[src/rtl/rv_defines_pkg.sv]
// RV32I/RV32M decode constants, divider state encoding and the shared ALU helper
// used by the execute stage.
package rv_defines_pkg;

    localparam logic [6:0] OPC_LUI    = 7'b0110111;
    localparam logic [6:0] OPC_AUIPC  = 7'b0010111;
    localparam logic [6:0] OPC_JAL    = 7'b1101111;
    localparam logic [6:0] OPC_JALR   = 7'b1100111;
    localparam logic [6:0] OPC_BRANCH = 7'b1100011;
    localparam logic [6:0] OPC_LOAD   = 7'b0000011;
    localparam logic [6:0] OPC_STORE  = 7'b0100011;
    localparam logic [6:0] OPC_OP_IMM = 7'b0010011;
    localparam logic [6:0] OPC_OP     = 7'b0110011;
    localparam logic [6:0] OPC_FENCE  = 7'b0001111;
    localparam logic [6:0] OPC_SYSTEM = 7'b1110011;

    // ALU funct3
    localparam logic [2:0] F3_ADD  = 3'b000;
    localparam logic [2:0] F3_SLL  = 3'b001;
    localparam logic [2:0] F3_SLT  = 3'b010;
    localparam logic [2:0] F3_SLTU = 3'b011;
    localparam logic [2:0] F3_XOR  = 3'b100;
    localparam logic [2:0] F3_SR   = 3'b101;
    localparam logic [2:0] F3_OR   = 3'b110;
    localparam logic [2:0] F3_AND  = 3'b111;

    // Branch funct3
    localparam logic [2:0] F3_BEQ  = 3'b000;
    localparam logic [2:0] F3_BNE  = 3'b001;
    localparam logic [2:0] F3_BLT  = 3'b100;
    localparam logic [2:0] F3_BGE  = 3'b101;
    localparam logic [2:0] F3_BLTU = 3'b110;
    localparam logic [2:0] F3_BGEU = 3'b111;

    // RV32M funct3 (funct3[2] set selects the divider)
    localparam logic [2:0] F3_MUL    = 3'b000;
    localparam logic [2:0] F3_MULH   = 3'b001;
    localparam logic [2:0] F3_MULHSU = 3'b010;
    localparam logic [2:0] F3_MULHU  = 3'b011;

    localparam logic [6:0] F7_BASE   = 7'b0000000;
    localparam logic [6:0] F7_ALT    = 7'b0100000;
    localparam logic [6:0] F7_MULDIV = 7'b0000001;

    localparam logic [31:0] INST_NOP = 32'h0000_0013;

    typedef enum logic [1:0] {
        DivIdle,
        DivCalc,
        DivDone
    } div_state_e;

    // alt selects SUB for ADD and SRA for the right shift
    function automatic logic [31:0] alu(input logic [2:0] f3, input logic alt,
                                        input logic [31:0] a, input logic [31:0] b);
        case (f3)
            F3_ADD:  return alt ? a - b : a + b;
            F3_SLL:  return a << b[4:0];
            F3_SLT:  return {31'b0, $signed(a) < $signed(b)};
            F3_SLTU: return {31'b0, a < b};
            F3_XOR:  return a ^ b;
            F3_SR:   return alt ? $unsigned($signed(a) >>> b[4:0]) : a >> b[4:0];
            F3_OR:   return a | b;
            default: return a & b;
        endcase
    endfunction

endpackage

[src/rtl/ex_if.sv]
// ID/EX operand bundle into the execute stage and the writeback/redirect/stall
// results back out. master = pipeline side, slave = ex.
interface ex_if;
    logic [31:0] inst_i;
    logic [31:0] inst_addr_i;
    logic [31:0] op1_i;
    logic [31:0] op2_i;
    logic [4:0]  rd_addr_i;
    logic        reg_wen_i;
    logic [4:0]  rd_addr_o;
    logic [31:0] rd_data_o;
    logic        reg_wen_o;
    logic [31:0] jump_addr_o;
    logic        jump_en_o;
    logic        hold_flag_o;

    modport master (
        output inst_i, inst_addr_i, op1_i, op2_i, rd_addr_i, reg_wen_i,
        input  rd_addr_o, rd_data_o, reg_wen_o, jump_addr_o, jump_en_o, hold_flag_o
    );

    modport slave (
        input  inst_i, inst_addr_i, op1_i, op2_i, rd_addr_i, reg_wen_i,
        output rd_addr_o, rd_data_o, reg_wen_o, jump_addr_o, jump_en_o, hold_flag_o
    );
endinterface

[src/rtl/ex_div.sv]
// Iterative restoring divider for DIV/DIVU/REM/REMU: one quotient bit per cycle
// on operand magnitudes, signs applied on the way out. Only built with RV32M_EN.
module ex_div
    import rv_defines_pkg::*;
(
    input  logic        clk,
    input  logic        rst_n,
    input  logic        start,
    input  logic [1:0]  op,        // [0]: unsigned, [1]: remainder
    input  logic [31:0] dividend,
    input  logic [31:0] divisor,
    output logic        busy,
    output logic        done,
    output logic [31:0] result
);

    div_state_e  state_q, state_d;
    logic [31:0] dvd_q, dvd_d;
    logic [31:0] dvs_q, dvs_d;
    logic [31:0] quo_q, quo_d;
    logic [31:0] rem_q, rem_d;
    logic [4:0]  cnt_q, cnt_d;
    logic        is_rem_q, is_rem_d;
    logic        neg_q_q, neg_q_d;
    logic        neg_r_q, neg_r_d;

    logic        a_neg, b_neg;
    logic [31:0] a_mag, b_mag;
    logic [32:0] trial, diff;

    assign a_neg = ~op[0] & dividend[31];
    assign b_neg = ~op[0] & divisor[31];
    assign a_mag = a_neg ? -dividend : dividend;
    assign b_mag = b_neg ? -divisor : divisor;
    // Partial remainder with the next dividend bit shifted in; no borrow means subtract
    assign trial = {rem_q, dvd_q[31]};
    assign diff  = trial - {1'b0, dvs_q};

    // Next-state and datapath update
    always_comb begin
        state_d  = state_q;
        dvd_d    = dvd_q;
        dvs_d    = dvs_q;
        quo_d    = quo_q;
        rem_d    = rem_q;
        cnt_d    = cnt_q;
        is_rem_d = is_rem_q;
        neg_q_d  = neg_q_q;
        neg_r_d  = neg_r_q;
        unique case (state_q)
            DivIdle: begin
                if (start) begin
                    is_rem_d = op[1];
                    if (divisor == 32'd0) begin
                        // x/0: fixed quotient, raw dividend as remainder, no sign fix-up
                        quo_d   = 32'hFFFF_FFFF;
                        rem_d   = dividend;
                        neg_q_d = 1'b0;
                        neg_r_d = 1'b0;
                        state_d = DivDone;
                    end else begin
                        dvd_d   = a_mag;
                        dvs_d   = b_mag;
                        quo_d   = 32'd0;
                        rem_d   = 32'd0;
                        cnt_d   = 5'd0;
                        neg_q_d = a_neg ^ b_neg;
                        neg_r_d = a_neg;
                        state_d = DivCalc;
                    end
                end
            end
            DivCalc: begin
                dvd_d = {dvd_q[30:0], 1'b0};
                if (!diff[32]) begin
                    rem_d = diff[31:0];
                    quo_d = {quo_q[30:0], 1'b1};
                end else begin
                    rem_d = trial[31:0];
                    quo_d = {quo_q[30:0], 1'b0};
                end
                cnt_d = cnt_q + 5'd1;
                if (cnt_q == 5'd31) begin
                    state_d = DivDone;
                end
            end
            DivDone: state_d = DivIdle;
            default: state_d = DivIdle;
        endcase
    end

    // State and datapath registers
    always_ff @(posedge clk or negedge rst_n) begin
        if (!rst_n) begin
            state_q  <= DivIdle;
            dvd_q    <= 32'd0;
            dvs_q    <= 32'd0;
            quo_q    <= 32'd0;
            rem_q    <= 32'd0;
            cnt_q    <= 5'd0;
            is_rem_q <= 1'b0;
            neg_q_q  <= 1'b0;
            neg_r_q  <= 1'b0;
        end else begin
            state_q  <= state_d;
            dvd_q    <= dvd_d;
            dvs_q    <= dvs_d;
            quo_q    <= quo_d;
            rem_q    <= rem_d;
            cnt_q    <= cnt_d;
            is_rem_q <= is_rem_d;
            neg_q_q  <= neg_q_d;
            neg_r_q  <= neg_r_d;
        end
    end

    assign busy   = ((state_q == DivIdle) && start) || (state_q == DivCalc);
    assign done   = (state_q == DivDone);
    assign result = is_rem_q ? (neg_r_q ? -rem_q : rem_q) : (neg_q_q ? -quo_q : quo_q);

endmodule

[src/rtl/ex.sv]
// RV32I execute stage: single-cycle ALU/branch/jump plus optional RV32M.
// Macro RV32M_EN: adds single-cycle MUL* and the iterative ex_div divider.
module ex
    import rv_defines_pkg::*;
(
    input logic clk,
    input logic rst_n,
    ex_if.slave bus
);

    logic [31:0] inst, pc, op1, op2;
    logic [6:0]  opcode, f7;
    logic [2:0]  f3;
    logic [31:0] b_imm, j_imm, pc_plus4;
    logic        br_taken;
    logic        writes;
    logic [31:0] rd_data;
    logic        jump_en;
    logic [31:0] jump_addr;
    logic        div_busy;

    assign inst     = bus.inst_i;
    assign pc       = bus.inst_addr_i;
    assign op1      = bus.op1_i;
    assign op2      = bus.op2_i;
    assign opcode   = inst[6:0];
    assign f3       = inst[14:12];
    assign f7       = inst[31:25];
    assign b_imm    = {{20{inst[31]}}, inst[7], inst[30:25], inst[11:8], 1'b0};
    assign j_imm    = {{12{inst[31]}}, inst[19:12], inst[20], inst[30:21], 1'b0};
    assign pc_plus4 = pc + 32'd4;

`ifdef RV32M_EN
    logic        div_start, div_done;
    logic [31:0] div_result, mul_res;
    logic [32:0] mul_a, mul_b;
    logic [63:0] mul_p;

    assign div_start = (opcode == OPC_OP) && (f7 == F7_MULDIV) && f3[2];

    // Signed/unsigned 33-bit extension lets one multiplier cover all MUL variants
    always_comb begin
        mul_a   = {((f3 == F3_MULH) || (f3 == F3_MULHSU)) & op1[31], op1};
        mul_b   = {(f3 == F3_MULH) & op2[31], op2};
        mul_p   = {{31{mul_a[32]}}, mul_a} * {{31{mul_b[32]}}, mul_b};
        mul_res = (f3 == F3_MUL) ? mul_p[31:0] : mul_p[63:32];
    end

    ex_div u_div (
        .clk      (clk),
        .rst_n    (rst_n),
        .start    (div_start),
        .op       (f3[1:0]),
        .dividend (op1),
        .divisor  (op2),
        .busy     (div_busy),
        .done     (div_done),
        .result   (div_result)
    );
`else
    logic unused_clk;
    assign unused_clk = clk;
    assign div_busy   = 1'b0;
`endif

    // Branch comparator
    always_comb begin
        case (f3)
            F3_BEQ:  br_taken = (op1 == op2);
            F3_BNE:  br_taken = (op1 != op2);
            F3_BLT:  br_taken = ($signed(op1) < $signed(op2));
            F3_BGE:  br_taken = ($signed(op1) >= $signed(op2));
            F3_BLTU: br_taken = (op1 < op2);
            F3_BGEU: br_taken = (op1 >= op2);
            default: br_taken = 1'b0;
        endcase
    end

    // Opcode decode to writeback data and redirect
    always_comb begin
        writes    = 1'b0;
        rd_data   = 32'd0;
        jump_en   = 1'b0;
        jump_addr = 32'd0;
        case (opcode)
            OPC_OP_IMM: begin
                writes  = 1'b1;
                rd_data = alu(f3, (f3 == F3_SR) & inst[30], op1, op2);
            end
            OPC_OP: begin
                if ((f7 == F7_BASE) || ((f7 == F7_ALT) && ((f3 == F3_ADD) || (f3 == F3_SR)))) begin
                    writes  = 1'b1;
                    rd_data = alu(f3, inst[30], op1, op2);
                end
`ifdef RV32M_EN
                else if (f7 == F7_MULDIV) begin
                    if (!f3[2]) begin
                        writes  = 1'b1;
                        rd_data = mul_res;
                    end else if (div_done) begin
                        writes  = 1'b1;
                        rd_data = div_result;
                    end
                end
`endif
            end
            OPC_LUI, OPC_AUIPC: begin
                writes  = 1'b1;
                rd_data = op1 + op2;
            end
            OPC_JAL: begin
                writes    = 1'b1;
                rd_data   = pc_plus4;
                jump_en   = 1'b1;
                jump_addr = pc + j_imm;
            end
            OPC_JALR: begin
                writes    = 1'b1;
                rd_data   = pc_plus4;
                jump_en   = 1'b1;
                jump_addr = (op1 + op2) & ~32'd1;
            end
            OPC_BRANCH: begin
                if (br_taken) begin
                    jump_en   = 1'b1;
                    jump_addr = pc + b_imm;
                end
            end
            default: ;
        endcase
    end

    // Everything is forced low while reset is asserted, combinational paths included
    assign bus.rd_addr_o   = (rst_n && writes) ? bus.rd_addr_i : 5'd0;
    assign bus.rd_data_o   = rst_n ? rd_data : 32'd0;
    assign bus.reg_wen_o   = rst_n & writes & bus.reg_wen_i;
    assign bus.jump_en_o   = rst_n & jump_en;
    assign bus.jump_addr_o = rst_n ? jump_addr : 32'd0;
    assign bus.hold_flag_o = rst_n & div_busy;

endmodule

[src/flat_wrapper.sv]
// flat-port wrapper written by rule: the top's interface ports become plain ports
module ex_flat import rv_defines_pkg::*;
  (clk, rst_n, bus_inst_i, bus_inst_addr_i, bus_op1_i, bus_op2_i, bus_rd_addr_i, bus_reg_wen_i, bus_rd_addr_o, bus_rd_data_o, bus_reg_wen_o, bus_jump_addr_o, bus_jump_en_o, bus_hold_flag_o);
  ex_if bus_i ();
  input logic clk;
  input logic rst_n;
  input wire logic [$bits(bus_i.inst_i)-1:0] bus_inst_i;
  input wire logic [$bits(bus_i.inst_addr_i)-1:0] bus_inst_addr_i;
  input wire logic [$bits(bus_i.op1_i)-1:0] bus_op1_i;
  input wire logic [$bits(bus_i.op2_i)-1:0] bus_op2_i;
  input wire logic [$bits(bus_i.rd_addr_i)-1:0] bus_rd_addr_i;
  input wire logic [$bits(bus_i.reg_wen_i)-1:0] bus_reg_wen_i;
  output wire logic [$bits(bus_i.rd_addr_o)-1:0] bus_rd_addr_o;
  output wire logic [$bits(bus_i.rd_data_o)-1:0] bus_rd_data_o;
  output wire logic [$bits(bus_i.reg_wen_o)-1:0] bus_reg_wen_o;
  output wire logic [$bits(bus_i.jump_addr_o)-1:0] bus_jump_addr_o;
  output wire logic [$bits(bus_i.jump_en_o)-1:0] bus_jump_en_o;
  output wire logic [$bits(bus_i.hold_flag_o)-1:0] bus_hold_flag_o;
  assign bus_i.inst_i = bus_inst_i;
  assign bus_i.inst_addr_i = bus_inst_addr_i;
  assign bus_i.op1_i = bus_op1_i;
  assign bus_i.op2_i = bus_op2_i;
  assign bus_i.rd_addr_i = bus_rd_addr_i;
  assign bus_i.reg_wen_i = bus_reg_wen_i;
  assign bus_rd_addr_o = bus_i.rd_addr_o;
  assign bus_rd_data_o = bus_i.rd_data_o;
  assign bus_reg_wen_o = bus_i.reg_wen_o;
  assign bus_jump_addr_o = bus_i.jump_addr_o;
  assign bus_jump_en_o = bus_i.jump_en_o;
  assign bus_hold_flag_o = bus_i.hold_flag_o;
  ex u_core (.clk(clk), .rst_n(rst_n), .bus(bus_i));
endmodule
[config.mk]
export PLATFORM = sky130hd
export DESIGN_NAME = ex_flat
export DESIGN_NICKNAME = d
export VERILOG_FILES = /design/src/rtl/rv_defines_pkg.sv /design/src/rtl/ex_if.sv /design/src/rtl/ex_div.sv /design/src/rtl/ex.sv /design/src/flat_wrapper.sv
export SDC_FILE = /design/constraint.sdc
export NUM_CORES = 1
export LEC_CHECK = 0
export BUFFER_PORTS_ARGS = -buffer_cell sky130_fd_sc_hd__buf_4
export CORE_MARGIN = 8
export CORE_UTILIZATION = 56
export DETAILED_ROUTE_END_ITERATION = 16
export PLACE_DENSITY = 0.93
export REMOVE_ABC_BUFFERS = 1
export SETUP_SLACK_MARGIN = 0.5
export SLEW_MARGIN = 0
export SYNTH_ARGS = -nofsm -noshare
export SYNTH_HDL_FRONTEND = slang
export SYNTH_SLANG_ARGS = --single-unit
[constraint.sdc]
create_clock -name vclk -period 9.2
set_input_delay 2.76 -clock vclk [all_inputs]
set_output_delay 2.76 -clock vclk [all_outputs]
set_load 0.1 [all_outputs]
* Word-level counts from Yosys, hierarchy flattened
Index checks and enable logic that the tools add are counted.
** Cells by class
- Add/subtract/negate cells :: 5
- Magnitude comparators :: 4
- Equal/unequal tests :: 17
- Shift operators :: 3
- Multiplexer cells :: 18
- Bitwise logic cells :: 7
- Reduce and logical (&&, ||, !) cells :: 9
** Operator list (count)
- 32-bit one-hot mux with 7 select lines :: 2
- 32-bit 2-to-1 mux :: 8
- 32-bit one-hot mux with 4 select lines :: 1
- 32-bit adder :: 3
- 32-bit one-hot mux with 3 select lines :: 1
- 32-bit >= comparator :: 2
- 32-bit < comparator :: 2
- 32-bit by 3-bit adder with 32-bit output (second input constant) :: 1
- 32-bit bitwise AND :: 1
- 32-bit == test :: 1
- 32-bit inequality test :: 1
- 32-bit OR :: 1
- 32-bit by 5-bit << shifter with 32-bit output :: 1
- 32-bit by 5-bit >> shifter with 32-bit output :: 1
- 32-bit by 5-bit >>> shifter with 32-bit output :: 1
- 32-bit subtractor :: 1
- 32-bit XOR :: 1
- 7-bit by 6-bit == test with 1-bit output (second input constant) :: 3
- 7-bit == test (second input constant) :: 3
- 7-bit by 5-bit == test with 1-bit output (second input constant) :: 2
- 3-bit == test (second input constant) :: 4
- 7-bit zero test :: 1
- 3-bit by 2-bit == test with 1-bit output (second input constant) :: 2
- 1-bit one-hot mux with 6 select lines :: 1
- other kinds (10) :: 18
** Word-level totals
- Register bits :: 0
- Bits of input ports :: 136
- Output and inout bits :: 72
- Logic and storage cells :: 63

* Logic depth before layout (Yosys ltp)
- Depth in word-level cells :: 8
- Depth in mapped cells :: 17
- Depth with buffers taken out :: 13

* Worst setup path before layout
No wires, ideal clock.
- Path kind :: input to output
- Start point :: in bus_op2_i[3]
- End point :: out bus_jump_addr_o[0]
- Arrival :: 8.256 ns
- Slack :: -1.816 ns
- Stages on the path :: 16
- Cell sequence :: clkbuf_1 inv_1 clkbuf_1 clkbuf_1 buf_1 ha_1 buf_2 or3_1 o21bai_4 a21oi_2 o311ai_1 a21oi_2 o221ai_1 a221oi_4 nor2_1 nor3b_1
** On the way
- Word-level cells in the longest chain between the ends :: 5
** RTL lines
- start: declaration :: line flat_wrapper.sv:10 : input wire logic [$bits(bus_i.op2_i)-1:0] bus_op2_i;
- 32-bit >= comparator, or another cell as far along :: line ex.sv:74 : F3_BGEU: br_taken = (op1 >= op2);
- 1-bit one-hot mux with 6 select lines (*) :: line ex.sv:68 : case (f3)
- 32-bit 2-to-1 mux (*) :: line ex.sv:124 : if (br_taken) begin
- 32-bit one-hot mux with 3 select lines (*) :: line ex.sv:85 : case (opcode)
- 32-bit 2-to-1 mux (*) :: line ex.sv:138 : assign bus.jump_addr_o = rst_n ? jump_addr : 32'd0;
- end: declaration :: line flat_wrapper.sv:16 : output wire logic [$bits(bus_i.jump_addr_o)-1:0] bus_jump_addr_o;
Mark *: on every way between the ends. The rest lies on a longest branch, timed or not.

* Final worst setup path
- Start point :: in bus_op1_i[7]
- End point :: out bus_jump_addr_o[7]
** On the way
- Word-level cells in the longest chain between the ends :: 5
** RTL lines
- start: declaration :: line flat_wrapper.sv:9 : input wire logic [$bits(bus_i.op1_i)-1:0] bus_op1_i;
- 32-bit >= comparator, or another cell as far along :: line ex.sv:74
- 1-bit one-hot mux with 6 select lines :: line ex.sv:68
- 32-bit 2-to-1 mux :: line ex.sv:124
- 32-bit one-hot mux with 3 select lines (*) :: line ex.sv:85
- 32-bit 2-to-1 mux (*) :: line ex.sv:138
Marked as above.

==> results.sh <==
export IMPL_fin_hold_ws_ns=5.97
export IMPL_nets=2524
export IMPL_rsz0062_at_grt="yes"
export IMPL_final_hold_violation_count=0
export IMPL_grt_pass1_vias=17500
export IMPL_grt_ovfl_total=0
export IMPL_cp_slowest_cell="or3_4"
export IMPL_fillers=1912
export IMPL_synth_most_common_cell="nor2_1"
export IMPL_regArea_sq_um=0
export IMPL_area_delta_synth_final_pct=28.8
export IMPL_critical_path_class="in2out"
export IMPL_worstPathArrival_ns=6.10
export IMPL_worst_ep_required_time_ns=6.44
export IMPL_drc=0
export IMPL_drt_vias_per_instance=7.31
export IMPL_max_cap_violations=0
export IMPL_fin_crit_sh=0.963
export IMPL_path_max_fanout=7
export IMPL_drive_gt1_frac=0.262
export IMPL_drt_pass1_iter_count=6
export IMPL_synth_top_cell_area_share=0.128
export IMPL_status="complete, no violations"
export IMPL_antenna_found_initial=0
export IMPL_synth_warnings=0
export IMPL_n_sequential_cell=0
export IMPL_totalWireLength_mm=69.8
export IMPL_hp_class="in2out"
export IMPL_synthTopCellsByCount="nor2_1, a21oi_1, o21ai_0, nand2_1, ha_1"
export IMPL_finalSetupTns_ns=0
export IMPL_ios=208
export IMPL_wl_per_cell_microns=27.2
export IMPL_syn_area_sq_um=13800
export IMPL_fp_row_count=57
export IMPL_relSlewSlack=0.223
export IMPL_clkbuf_count=0
export IMPL_drt_iter0_markers=3241
export IMPL_post_route_util=0.733
export IMPL_die_area_sq_um=29900
export IMPL_finalCriticalPeriod_ns=8.86
export IMPL_core_sq_um=24200
export IMPL_ant_nets=0
export IMPL_crit_path_start_kind="primary input"
export IMPL_synth_distinct_cells=90
export IMPL_vias=18700
export IMPL_diodes=0
export IMPL_synth_top_cell_by_area="ha_1"
export IMPL_initial_core_util=0.569
export IMPL_finalSetupViolations=0
export IMPL_synth_avg_cell_area_sq_um=6.87
export IMPL_cp_cell_sequence="buf_4 > inv_1 > ha_4 > buf_6 > nor2b_1 > o211ai_1 > nand2_1 > o311ai_2 > buf_4 > a21oi_4 > or3_4 > a221oi_4 > buf_6 > buf_8 > buf_4 > a22oi_2 > nor2_2 > buf_12"
export IMPL_cpPeakStageDelay_ns=0.41
export IMPL_synth_area_leaders="ha_1, mux4_2, a21oi_1"
export IMPL_max_vdd_ir_drop_mv=0.0547
export IMPL_die_w_microns=173
export IMPL_global_route_usage_total=0.425
export IMPL_gp_congestion=1.13
export IMPL_grt_max_degree=70
export IMPL_powerDensity_nw_per_um2=63.1
export IMPL_critPathMostFrequentCell="buf_4"
export IMPL_leakagePower_nw=7.34
export IMPL_finalMaxSlewViolations=0
export IMPL_die_h_microns=173
export IMPL_worst_setup_path_end_kind="output pin"
export IMPL_synth_cells=2009
export IMPL_hpwlAfterDp_mm=52.2
export IMPL_max_freq_mhz=113
export IMPL_port_buffers=206
export IMPL_synth_seq_area_share=0
export IMPL_tightest_slew_ns=1.15
export IMPL_grt_first_pass_wirelength_mm=103
## layout by cell type (no fill, tap or decap), drive strengths merged, types with 15 or more instances in the layout
master,Yosys,routed
o211ai,30,30
a22oi,26,26
xor2,38,38
nor2,225,225
and2,18,18
o221ai,25,25
o21a,15,15
o21bai,34,34
o22ai,34,34
a221oi,20,20
or3,18,18
a31oi,28,28
a21oi,190,190
xnor2,82,82
o21ai,165,165
nor3,51,51
inv,113,110
and3,19,19
mux2i,50,50
a21o,42,42
nand2,142,142
a211oi,30,30
ha,141,141
nand3,47,47
mux4,61,61
buf,50,370
## final timing paths
kind / depth (start not counted) / slack (ns) / from / to
setup / recovery: 18 / 0.34 / bus_op1_i[7] / bus_jump_addr_o[7]
hold / removal: 3 / 5.97 / bus_rd_addr_i[4] / bus_rd_addr_o[4]
## through the flow
step / area (sq um) / setup slack [ns] / total power, mW / std cells
finish: 17800 / 0.336 / 1.12 / 2565
global route: 17800 / 0.122 / 1.18 / 2565
CTS: 17100 / 0.491 / 1.02 / 2542
detailed placement: 16100 / 0.234 / 0.970 / 2518
global placement: 16100 / 0.288 / 0.953 / 2518
floorplan: 13200 / -2.31 / 0.596 / 1867
## kinds of logic after synthesis
logic type      after synthesis  synth area share
compound gates              759             0.363
other cells                   1          0.000272
simple gates                603             0.204
xor+xnor                    120            0.0762
buf+inv                     259            0.0776
fa+ha+maj                   145             0.134
mux                         122             0.145
## layout make-up
class / instances / area [sq um] / area share
multi-input combinational: 1750 / 13500 / 0.761
timing repair buffer: 374 / 3380 / 0.191
inverter: 117 / 458 / 0.0258
tap: 324 / 405 / 0.0228
## report_power, final
part	total, mW	internal [mW]	switching (mW)
clock	0	0	0
sequential	0	0	0
combinational	1.12	0.449	0.672
## worst max-delay path, delay by kind of cell
kind | cells | cell delay [ns]
compound gates | 5 | 1.02
fa+ha+maj | 1 | 0.31
buf+inv | 8 | 1.14
simple gates | 4 | 0.88
## routing by layer
layer,vias up,track usage,part of all wire,wire [microns]
met4,0,0.255,0.081,5670
met5,-,0,0,0
li1,8038,-,-,-
met2,1640,0.664,0.43,30200
met3,409,0.102,0.13,9320
met1,8656,0.525,0.35,24600
## timing repair
item                       4_1_cts  5_1_grt
buffers inserted                21       21
hold buffers                     0        0
pin swaps                       28       14
setup endpoints to repair       47       53
resized for setup              166      111
cloned                           3        1
Note: power is estimated with default switching activity, not from simulation.
